## src/rtl/serial_parity_receiver.sv

```systemverilog
// Serial receiver: DATA_W data bits (LSB first) plus one parity bit per frame.
// Ports: clk, rst_n (async low), abort (drop partial frame),
//   in_valid/in_bit/in_ready (serial input handshake),
//   out_valid/out_data/out_perr/out_ready (word output handshake).
module serial_parity_receiver #(
   parameter int DATA_W     = 8,
   parameter bit ODD_PARITY = 1'b0
) (
   input  logic              clk,
   input  logic              rst_n,
   input  logic              abort,
   input  logic              in_valid,
   input  logic              in_bit,
   output logic              in_ready,
   output logic              out_valid,
   output logic [DATA_W-1:0] out_data,
   output logic              out_perr,
   input  logic              out_ready
);

   localparam int CW = $clog2(DATA_W + 1);
   localparam logic [DATA_W-1:0] ONE = {{(DATA_W-1){1'b0}}, 1'b1};

   typedef enum logic {S_DATA, S_PAR} state_t;

   state_t            state_q, state_d;
   logic [CW-1:0]     bit_cnt_q, bit_cnt_d;
   logic              xor_q, xor_d;
   logic [DATA_W-1:0] word_q, word_d;
   logic              out_valid_q, out_valid_d;
   logic [DATA_W-1:0] out_data_q, out_data_d;
   logic              out_perr_q, out_perr_d;
   logic              accept;

   // Only the parity bit can stall, and only while an unconsumed word is
   // held; abort always consumes the offered bit.
   assign in_ready = abort
                   | ~((state_q == S_PAR) & out_valid_q & ~out_ready);
   assign accept   = in_valid & in_ready & ~abort;

   assign out_valid = out_valid_q;
   assign out_data  = out_data_q;
   assign out_perr  = out_perr_q;

   always_comb begin
      state_d     = state_q;
      bit_cnt_d   = bit_cnt_q;
      xor_d       = xor_q;
      word_d      = word_q;
      out_valid_d = out_valid_q;
      out_data_d  = out_data_q;
      out_perr_d  = out_perr_q;

      if (out_valid_q && out_ready) begin
         out_valid_d = 1'b0;
      end

      if (abort) begin
         state_d   = S_DATA;
         bit_cnt_d = '0;
         xor_d     = 1'b0;
      end else if (accept) begin
         unique case (state_q)
            S_DATA: begin
               // Overwrite the slot so stale bits of the last frame vanish.
               word_d = (word_q & ~(ONE << bit_cnt_q))
                      | (DATA_W'(in_bit) << bit_cnt_q);
               xor_d     = xor_q ^ in_bit;
               bit_cnt_d = bit_cnt_q + CW'(1);
               if (bit_cnt_q == CW'(DATA_W - 1)) begin
                  state_d = S_PAR;
               end
            end
            S_PAR: begin
               // A load wins over a same-cycle consume.
               out_data_d  = word_q;
               out_perr_d  = xor_q ^ in_bit ^ ODD_PARITY;
               out_valid_d = 1'b1;
               state_d     = S_DATA;
               bit_cnt_d   = '0;
               xor_d       = 1'b0;
            end
            default: begin
               state_d = S_DATA;
            end
         endcase
      end
   end

   always_ff @(posedge clk or negedge rst_n) begin
      if (!rst_n) begin
         state_q     <= S_DATA;
         bit_cnt_q   <= '0;
         xor_q       <= 1'b0;
         word_q      <= '0;
         out_valid_q <= 1'b0;
         out_data_q  <= '0;
         out_perr_q  <= 1'b0;
      end else begin
         state_q     <= state_d;
         bit_cnt_q   <= bit_cnt_d;
         xor_q       <= xor_d;
         word_q      <= word_d;
         out_valid_q <= out_valid_d;
         out_data_q  <= out_data_d;
         out_perr_q  <= out_perr_d;
      end
   end

endmodule

```

## config.mk

```make
export PLATFORM = sky130hd
export DESIGN_NAME = serial_parity_receiver
export DESIGN_NICKNAME = d
export VERILOG_FILES = /design/src/rtl/serial_parity_receiver.sv
export SDC_FILE = /design/constraint.sdc
export NUM_CORES = 1
export LEC_CHECK = 0
export BUFFER_PORTS_ARGS = -buffer_cell sky130_fd_sc_hd__buf_2
export CORE_MARGIN = 1
export CORE_UTILIZATION = 49
export CTS_CLUSTER_DIAMETER = 30
export DETAILED_ROUTE_END_ITERATION = 6
export PLACE_DENSITY = 0.73
export SETUP_SLACK_MARGIN = 0.1
export SYNTH_ARGS = -nofsm -noshare
export SYNTH_HDL_FRONTEND = slang
export SYNTH_SLANG_ARGS = --single-unit
```

## constraint.sdc

```tcl
create_clock -name clk -period 1.5 [get_ports clk]
set_input_delay 0.15 -clock clk [delete_from_list [all_inputs] [get_ports clk]]
set_output_delay 0.15 -clock clk [all_outputs]
set_load 0.005 [all_outputs]
```

==> results of run 1 <==
worst paths after layout:
path	slack [ps]	start	cells past startpoint	end
max in group asynchronous	810	rst_n	2	state_q$_DFFE_PN0P_
setup / recovery	170	state_q$_DFFE_PN0P_	3	in_ready
hold / removal	120	abort	2	xor_q$_DFFE_PN0P_
hold reg to reg	500	word_q[4]$_DFFE_PN0P_	1	word_q[4]$_DFFE_PN0P_
setup reg to reg	170	bit_cnt_q[1]$_DFFE_PN0P_	4	bit_cnt_q[2]$_DFFE_PN0P_
min in group asynchronous	320	rst_n	2	word_q[1]$_DFFE_PN0P_
report_power, final:
part / switching (µW) / internal [µW] / leakage, µW / total (µW)
Clock: 194 / 270 / 0.0000279 / 465
Sequential: 26.4 / 689 / 0.000326 / 715
Combinational: 74.0 / 65.6 / 0.000329 / 140
cells by family (layout without fill, tap and decap cells):
group / count (synthesis) / in the layout / synth area share, %
AO/OA/AOI/OAI: 16 / 16 / 11.39
buffers and inverters: 7 / 31 / 3.301
AND/OR/NAND/NOR: 32 / 32 / 18.42
multiplexers: 9 / 9 / 8.626
adder cells (fa/ha/maj): 6 / 6 / 6.390
flip-flops: 24 / 24 / 51.12
XOR/XNOR: 1 / 1 / 0.7456
flip-flops by register name, indices dropped and copies added (netlist names):
signal	cells
state_q	1
xor_q	1
word_q	8
out_perr	1
bit_cnt_q	4
out_data	8
out_valid	1
stage by stage:
step	hold slack (ps)	setup WS [ps]	total power (µW)	cell area, µm²
2_1_floorplan	-145.6	129.4	810.7	1177
3_3_place_gp	147.4	173.6	858.5	1299
3_5_place_dp	160.8	127.0	862.6	1299
4_1_cts	115.0	129.0	1331	1363
5_1_grt	143.4	81.70	1381	1388
6_report	124.2	165.8	1319	1388
repair_timing:
action                                  CTS  global route
endpoints found under the hold margin    24             0
setup buffers                             0             2
endpoints found under the setup margin    1             4
hold buffers                              1             0
pin swaps                                 0             2
gates resized for setup                   1             1
cells in the final DEF, fill, tap and decap left out, types with 2 or more instances in the layout:
cell type / Yosys / routed
nand2_1: 4 / 4
nand3_1: 9 / 9
or3_1: 2 / 2
o2bb2ai_1: 6 / 6
nand2b_1: 5 / 5
buf_2: 1 / 16
nor2_1: 2 / 2
a32o_1: 3 / 3
inv_1: 4 / 3
ha_1: 6 / 5
mux2_2: 9 / 9
dfrtp_1: 24 / 23
o31ai_1: 2 / 2
clkbuf_4: 0 / 3
buf_4: 1 / 6
per-layer routing:
| layer | global-route usage, % | vias up |
|---|---|---|
| met1 | 25.39 | 400 |
| met2 | 28.29 | 13 |
| met3 | 2.679 | 2 |
| met5 | 0 | - |
| li1 | - | 400 |
| met4 | 9.722 | 0 |
layout make-up:
cell class                 instances  area [µm²]  share of cell area, %
clock buffer                       3       22.52                  1.623
clock inverter                     1       30.03                  2.164
inverter                           4       15.01                  1.082
multi-input combinational         64       548.0                  39.50
sequential                        24       601.8                  43.37
tap                               28       35.03                  2.525
timing repair buffer              23       135.1                  9.739
==> run_results.csv, run 1 <==
group,metric,value,unit
synthesis,synth_largest_area_cell,"dfrtp_1",
floorplanning,initial_core_util,52.61,%
route,wl_per_cell,13.78,µm
timing,setup_viol,0,
timing,slew_violations,0,
synthesis,syn-mean-instance-area,12.37,µm²
power_and_ir_drop,power.density,950.6,nW/µm²
worst_setup_path,crit_family,"flip-flops",
timing,tightestPinTransition,508.6,ps
timing,rsz0062_at_grt,"true",
worst_setup_path,slowest_stage,"dfrtp_2",
cells_and_area,utilization,62.13,%
synthesis,yosys_most_used_dff,"dfrtp_1",
grt,grt_pass1_vias,777,
timing,max_freq,0.7495,GHz
place,placed_cells,140,
worst_setup_path,cp_num_buf_inv,1,
route,highest_layer,"met4",
clock_tree,cts.clk_slew.worst_paths,130,ps
place,dp_hpwl,1470,µm
clock_tree,cts_buffers,3,
synthesis,ys_ff_latch,24,
cells_and_area,fin_cells,147,
worst_setup_path,crit_type,"reg -> out",
synthesis,synth_top_area_share,51.12,%
route,totalWireLength,2026,µm
synthesis,synth.most_common_cell,"dfrtp_1",
timing,fin_setup_tns,0,ps
route,via_per_inst,5.544,
grt,grt_max_degree,25,
grt,grt_pass1_wl,3498,µm
clock_tree,clk_path_buf_depth,2,
route,drcViolationCount,0,
route,wl_met3,58,µm
timing,fin_crit_sh,88.94,%
synthesis,yosysWarnings,0,
floorplanning,die_y,50.97,µm
floorplanning,fp.dieW,50.97,µm
route,wl_met2,916,µm
worst_setup_path,crit_path_end_kind,"primary output",
clock_tree,root_buffer,"clkbuf_4",
route,antenna_left,0,
synthesis,synth_cell_types,31,
worst_setup_path,crit_fanout,6,
synthesis,synth_cells,95,
worst_setup_path,worstPathRequired,1350,ps
cells_and_area,fill_cells,183,
timing,skew,5.011,ps
power_and_ir_drop,p_leak,0.0006831,µW
outcome,status,"completed",
synthesis,ys_async_sr_fraction,100.0,%
floorplanning,rows,17,
timing,relSlewSlack,66.09,%
route,wl_met1,1033,µm
synthesis,yosysSeqAreaShare,51.12,%
min_path,hp-class,"in -> reg",
grt,track_usage,18.52,%
flow_run,cap_violations,0,
timing,min_period,1334,ps
route,drt_iter0_drc,14,
cells_and_area,area_delta_synth_final,18.10,%
power_and_ir_drop,ir_drop,0.0006628,V
synthesis,synth_edf_count,0,
worst_setup_path,worstPathArrival,1180,ps
clock_tree,cts_sinks,24,
grt,gr-total-overflow,0,
clock_tree,htreeDepth,1,
clock_tree,clk_latency,310,ps
worst_setup_path,worstSetupStartpointType,"register",
synthesis,netlist_top_cells_count,"dfrtp_1 (24), mux2_2 (9), nand3_1 (9)",
cells_and_area,antennaDiodeCount,0,
synthesis,synthTopCellsByArea,"dfrtp_1 (51%), mux2_2 (8.6%), ha_1 (6.4%), o2bb2ai_1 (4.5%), nand3_1 (3.8%)",
synthesis,synth_nets,107,
floorplanning,core-area,2233,µm²
worst_setup_path,path_cells,"and2b_1, nand2b_1, buf_2",
floorplanning,dieArea,2597,µm²
timing,hold_viol_final,0,
cells_and_area,layout-drive-gt1-share,35.29,%
worst_setup_path,critPathMaxStageDelay,470,ps
clock_tree,cts_tree,"built",
synthesis,syn_area,1175,µm²
floorplanning,ios,17,
place,place_congestion,0.8289,
place,io_buffers,16,
route,vias,815,
cells_and_area,nNetsFinal,132,
grt,antenna_found_initial,0,
route,drt_pass1_iterations,4,
Power figures use the tool's default switching activity.
==> run 2: changes to the inputs <==
BUFFER_PORTS_ARGS = not set   (was -buffer_cell sky130_fd_sc_hd__buf_2)
CORE_UTILIZATION = 54   (was 49)
DONT_BUFFER_PORTS = 1   (was not set)
PLACE_DENSITY = 0.72   (was 0.73)
==> run 2 against run 1 <==
- sequential power down 0.7%
- worst setup slack worse by 39 ps
- non-clock buffer count down 15
- count of clock-buffer cells in the layout unchanged
- combinational power about the same
- via count down 2.7%
- final cell count down 11%
- global-route usage up 0.95 points
- hold slack worse by 120 ps
- clock skew down 3.3 ps
- clock power about the same
- critical endpoint is now bit_cnt_q[2]$_DFFE_PN0P_
- largest cell class unchanged
- largest power group unchanged
==> run_results.csv, run 2 (synthesis results as in run 1) <==
group,metric,value,unit
clock_tree,clk_path_buf_depth,2,
grt,track_usage,19.47,%
timing,slew_violations,0,
floorplanning,rows,16,
worst_setup_path,worstPathArrival,1600,ps
cells_and_area,final_cell_mix,"dfrtp_1 (24), mux2_2 (9), nand3_1 (9)",
grt,gr-total-overflow,0,
timing,fin_setup_tns,0,ps
timing,fin_crit_sh,91.53,%
timing,tightestPinTransition,1052,ps
floorplanning,ios,17,
route,vias,793,
cells_and_area,layout-drive-gt1-share,25.00,%
worst_setup_path,crit_family,"adder cells",
worst_setup_path,slowest_stage,"dfrtp_1",
grt,grt_pass1_wl,3532,µm
cells_and_area,multiInputGateArea,555.5,µm²
cells_and_area,fin_cells,131,
floorplanning,core-area,2002,µm²
min_path,hp-class,"in -> reg",
worst_setup_path,crit_path_end_kind,"register",
clock_tree,root_buffer,"clkbuf_4",
floorplanning,dieArea,2366,µm²
route,wl_per_cell,15.92,µm
place,dp_hpwl,1447,µm
place,io_buffers,0,
place,place_congestion,0.8216,
route,drcViolationCount,0,
cells_and_area,antennaDiodeCount,0,
timing,min_period,1373,ps
grt,grt_pass1_vias,774,
cells_and_area,final_common_cell,"dfrtp_1",
grt,antenna_found_initial,0,
worst_setup_path,critPathMaxStageDelay,410,ps
clock_tree,clk_latency,310,ps
worst_setup_path,cp_num_buf_inv,0,
cells_and_area,fill_cells,162,
flow_run,cap_violations,0,
clock_tree,htreeDepth,1,
route,drt_iter0_drc,14,
power_and_ir_drop,power.density,985.4,nW/µm²
worst_setup_path,worstPathRequired,1730,ps
power_and_ir_drop,p_leak,0.0006125,µW
place,placed_cells,123,
floorplanning,fp.dieW,48.65,µm
floorplanning,initial_core_util,58.69,%
worst_setup_path,path_cells,"ha_2, ha_4, or3_1, o31ai_2",
clock_tree,cts.clk_slew.worst_paths,130,ps
route,drt_pass1_iterations,4,
worst_setup_path,worstSetupStartpointType,"register",
clock_tree,cts_tree,"built",
timing,skew,1.708,ps
clock_tree,cts_buffers,3,
timing,hold_viol_final,0,
cells_and_area,seq_area,600.6,µm²
worst_setup_path,crit_type,"reg -> reg",
grt,grt_max_degree,25,
worst_setup_path,crit_fanout,3,
cells_and_area,area_delta_synth_final,13.10,%
timing,setup_viol,0,
route,totalWireLength,2086,µm
timing,rsz0062_at_grt,"true",
power_and_ir_drop,ir_drop,0.0006258,V
timing,max_freq,0.7284,GHz
route,antenna_left,0,
floorplanning,die_y,48.65,µm
timing,relSlewSlack,29.63,%
cells_and_area,nNetsFinal,117,
outcome,status,"completed",
clock_tree,cts_sinks,24,
route,via_per_inst,6.053,
## run 2: changes by cell type in the layout (fill, tap and decap cells not counted), sizes merged
cell | before | now
dlygate4sd3 | 1 | 3
buf | 22 | 5
## run 2: final timing paths
check,startpoint,endpoint,slack (ps),depth (start not counted)
min in group asynchronous,rst_n,state_q$_DFFE_PN0P_,460,1
setup reg to reg,bit_cnt_q[1]$_DFFE_PN0P_,bit_cnt_q[2]$_DFFE_PN0P_,130,4
hold reg to reg,word_q[6]$_DFFE_PN0P_,word_q[6]$_DFFE_PN0P_,500,1
max in group asynchronous,rst_n,word_q[5]$_DFFE_PN0P_,420,1
setup / recovery,bit_cnt_q[1]$_DFFE_PN0P_,bit_cnt_q[2]$_DFFE_PN0P_,130,4
hold / removal,abort,bit_cnt_q[0]$_DFFE_PN0P_,7,2
## run 2: per-layer routing
metal | global-route usage [%] | part of all wire (%) | routed length [µm]
met1 | 24.02 | 46 | 957
met2 | 33.33 | 48 | 997
met3 | 5.346 | 4.7 | 99
met4 | 5.392 | 1.5 | 32
met5 | 0 | 0 | 0
## run 2: power breakdown
part           switching (µW)  internal [µW]  total [µW]
sequential               22.1            688         710
clock                     192            270         462
combinational            70.4           66.3         137
## run 2: timing repair
action                     4_1_cts  5_1_grt
resized for setup                0        3
setup endpoints to repair        0       11
hold buffers                     2        1
setup buffers                    0        1
hold endpoints to repair        28        1
## run 2: stage by stage
step	util [%]	area, µm²	setup WS, ps	hold slack [ps]	total power (µW)
5_1_grt	66.38	1329	52.78	2.731	1356
2_1_floorplan	-	1177	129.4	-145.6	810.7
3_3_place_gp	60.81	1217	172.8	-145.1	834.0
3_5_place_dp	60.81	1217	145.2	-145.2	835.3
4_1_cts	64.44	1290	116.4	8.174	1308
6_report	66.38	1329	127.1	6.876	1309
## run 2: cell type report
type | count | share of cell area (%)
clock inverters | 1 | 2.260
multi-input cells | 64 | 41.81
flip-flops and latches | 24 | 45.20
clock buffers | 3 | 1.695
well taps | 27 | 2.542
inverters | 4 | 1.130
repair buffers | 8 | 5.367
==> run 3: changes to the inputs <==
ABC_AREA = 1   (was not set)
CORE_UTILIZATION = 55   (was 54)
PLACE_DENSITY = 0.73   (was 0.72)
REMOVE_ABC_BUFFERS = 1   (was not set)
==> run 3 against run 2 <==
- non-clock buffer count shrank 5
- sequential power grew 3.4%
- register-to-register slack gained 30 ps
- clock power is essentially flat
- worst setup slack gained 30 ps
- sequential share of layout area grew 0.48 points
- count of clock-buffer cells in the layout is the same
- global-route usage grew 0.73 points
- largest cell class unchanged
- combinational power grew 3%
==> run_results.csv, run 3 <==
group,metric,value,unit
outcome,status,"completed",
synthesis,synth_edf_count,0,
clock_tree,cts.clk_slew.worst_paths,130,ps
cells_and_area,nNetsFinal,158,
power_and_ir_drop,ir_drop,0.0006720,V
synthesis,ys_ff_latch,24,
worst_setup_path,critPathMaxStageDelay,490,ps
floorplanning,core-area,2022,µm²
route,drt_iter0_drc,9,
timing,max_freq,0.7444,GHz
worst_setup_path,path_common_cell,"ha_1",
power_and_ir_drop,p_leak,0.0006505,µW
synthesis,syn_area,1211,µm²
route,drt_pass1_iterations,4,
worst_setup_path,crit_path_end_kind,"register",
route,drcViolationCount,0,
cells_and_area,antennaDiodeCount,0,
timing,tightestPinTransition,1055,ps
power_and_ir_drop,power.total,1339,µW
synthesis,netlist_top_cells_count,"nand2_1 (45), dfrtp_1 (24), inv_1 (16)",
worst_setup_path,worstSetupStartpointType,"register",
cells_and_area,area_delta_synth_final,8.781,%
synthesis,synthTopCellsByArea,"dfrtp_1 (50%), nand2_1 (14%), o21ai_2 (6.5%), ha_1 (6.2%), nand3_1 (5.0%)",
cells_and_area,utilization,65.16,%
timing,rsz0062_at_grt,"true",
place,io_buffers,0,
timing,fin_setup_tns,0,ps
worst_setup_path,crit_family,"adder cells",
cells_and_area,fin_cells,172,
clock_tree,clk_path_buf_depth,2,
worst_setup_path,crit_fanout,8,
synthesis,synth_top_area_share,49.59,%
flow_run,cap_violations,0,
worst_setup_path,worstPathArrival,1610,ps
min_path,hp-start,"abort",
cells_and_area,final_cell_mix,"nand2_1 (45), dfrtp_1 (23), inv_1 (16)",
timing,fin_crit_sh,89.56,%
clock_tree,htreeDepth,1,
synthesis,ys_async_sr_fraction,100.0,%
cells_and_area,fill_cells,170,
worst_setup_path,startpoint,"bit_cnt_q[1]$_DFFE_PN0P_",
grt,grt_pass1_vias,904,
route,antenna_left,0,
min_path,hp-class,"in -> reg",
route,wl_per_cell,12.08,µm
grt,antenna_found_initial,0,
place,dp_hpwl,1466,µm
synthesis,yosysWarnings,0,
floorplanning,ios,17,
timing,setup_viol,0,
worst_setup_path,worstPathRequired,1770,ps
cells_and_area,layout-drive-gt1-share,15.17,%
timing,skew,1.883,ps
synthesis,yosys_most_used_dff,"dfrtp_1",
synthesis,synth_cell_types,20,
worst_setup_path,timing.rr.start,"bit_cnt_q[1]$_DFFE_PN0P_",
route,vias,904,
synthesis,synth_cells,139,
cells_and_area,final_common_cell,"nand2_1",
clock_tree,cts_tree,"built",
synthesis,yosysSeqAreaShare,49.59,%
timing,slew_violations,0,
clock_tree,root_buffer,"clkbuf_4",
clock_tree,cts_sinks,24,
grt,track_usage,20.20,%
timing,fin_hold_ws,19.41,ps
worst_setup_path,cp_num_buf_inv,0,
floorplanning,die_y,48.93,µm
worst_setup_path,path_cells,"ha_1, ha_1, or2_1, nand2_1",
clock_tree,post_cts_buffers,0,
synthesis,synth_largest_area_cell,"dfrtp_1",
clock_tree,clk_latency,320,ps
grt,grt_pass1_wl,3663,µm
worst_setup_path,slowest_stage,"dfrtp_1",
synthesis,synth.most_common_cell,"nand2_1",
power_and_ir_drop,power.density,1016,nW/µm²
synthesis,syn-mean-instance-area,8.713,µm²
floorplanning,initial_core_util,59.90,%
floorplanning,fp.dieW,48.93,µm
grt,gr-total-overflow,0,
place,place_congestion,0.9003,
floorplanning,rows,16,
timing,min_period,1343,ps
route,via_per_inst,5.256,
floorplanning,dieArea,2394,µm²
route,totalWireLength,2077,µm
timing,hold_viol_final,0,
grt,grt_max_degree,25,
place,placed_cells,165,
timing,relSlewSlack,29.45,%
worst_setup_path,crit_type,"reg -> reg",
clock_tree,cts_buffers,3,
-- run 3: final cells by class --
cell class / count / area (µm²) / share of cell area (%)
timing repair buffer: 3 / 30.03 / 2.279
clock buffer: 3 / 22.52 / 1.709
sequential: 24 / 601.8 / 45.68
multi-input combinational: 95 / 526.8 / 39.98
clock inverter: 1 / 30.03 / 2.279
tap: 27 / 33.78 / 2.564
inverter: 19 / 72.57 / 5.508
-- run 3: tightest hold or removal path: stages --
cell	delay, ps
inv_2	40
nand3_1	80
nand2_1	50
-- run 3: metrics by stage --
| stage | setup slack (ps) | cell area, µm² |
|---|---|---|
| final | 156.6 | 1318 |
| after global routing | 99.02 | 1318 |
| after CTS | 133.7 | 1316 |
| after detailed placement | 162.3 | 1234 |
| after global placement | 210.7 | 1234 |
| after floorplan | 240.4 | 1200 |
-- run 3: cell families (layout without fill, tap and decap cells) --
family | count (synthesis) | after routing | synth area share [%]
AO/OA/AOI/OAI | 15 | 15 | 8.988
XOR/XNOR | 1 | 1 | 0.7233
adder cells (fa/ha/maj) | 6 | 6 | 6.198
buffers and inverters | 20 | 26 | 6.921
flip-flops | 24 | 24 | 49.59
AND/OR/NAND/NOR | 73 | 73 | 27.58
-- run 3: final timing paths --
| check | end | slack, ps | cells past startpoint |
|---|---|---|---|
| min in group asynchronous | out_data[2]$_DFFE_PN0P_ | 450 | 1 |
| setup reg to reg | bit_cnt_q[2]$_DFFE_PN0P_ | 160 | 4 |
| hold reg to reg | word_q[5]$_DFFE_PN0P_ | 490 | 2 |
| hold / removal | bit_cnt_q[2]$_DFFE_PN0P_ | 20 | 3 |
| setup / recovery | bit_cnt_q[2]$_DFFE_PN0P_ | 160 | 4 |
| max in group asynchronous | bit_cnt_q[0]$_DFFE_PN0P_ | 350 | 1 |
-- run 3: metal layers --
layer,vias to the layer above,wire length [µm],GRT usage (%)
li1,451,-,-
met1,423,947,24.44
met2,25,986,35.65
met3,5,100,2.804
met4,0,42,8.824
met5,-,0,0
-- run 3: what timing repair did --
action / 4_1_cts / 5_1_grt
endpoints found under the hold margin: 28 / 0
gates resized for setup: 0 / 1
setup endpoints to repair: 0 / 3
hold buffers: 3 / 0
-- run 3: power breakdown --
part | switching, µW | leakage, µW | internal, µW
Sequential | 36.9 | 0.000319 | 697
Clock | 194 | 0.0000279 | 270
Combinational | 89.8 | 0.000304 | 50.9
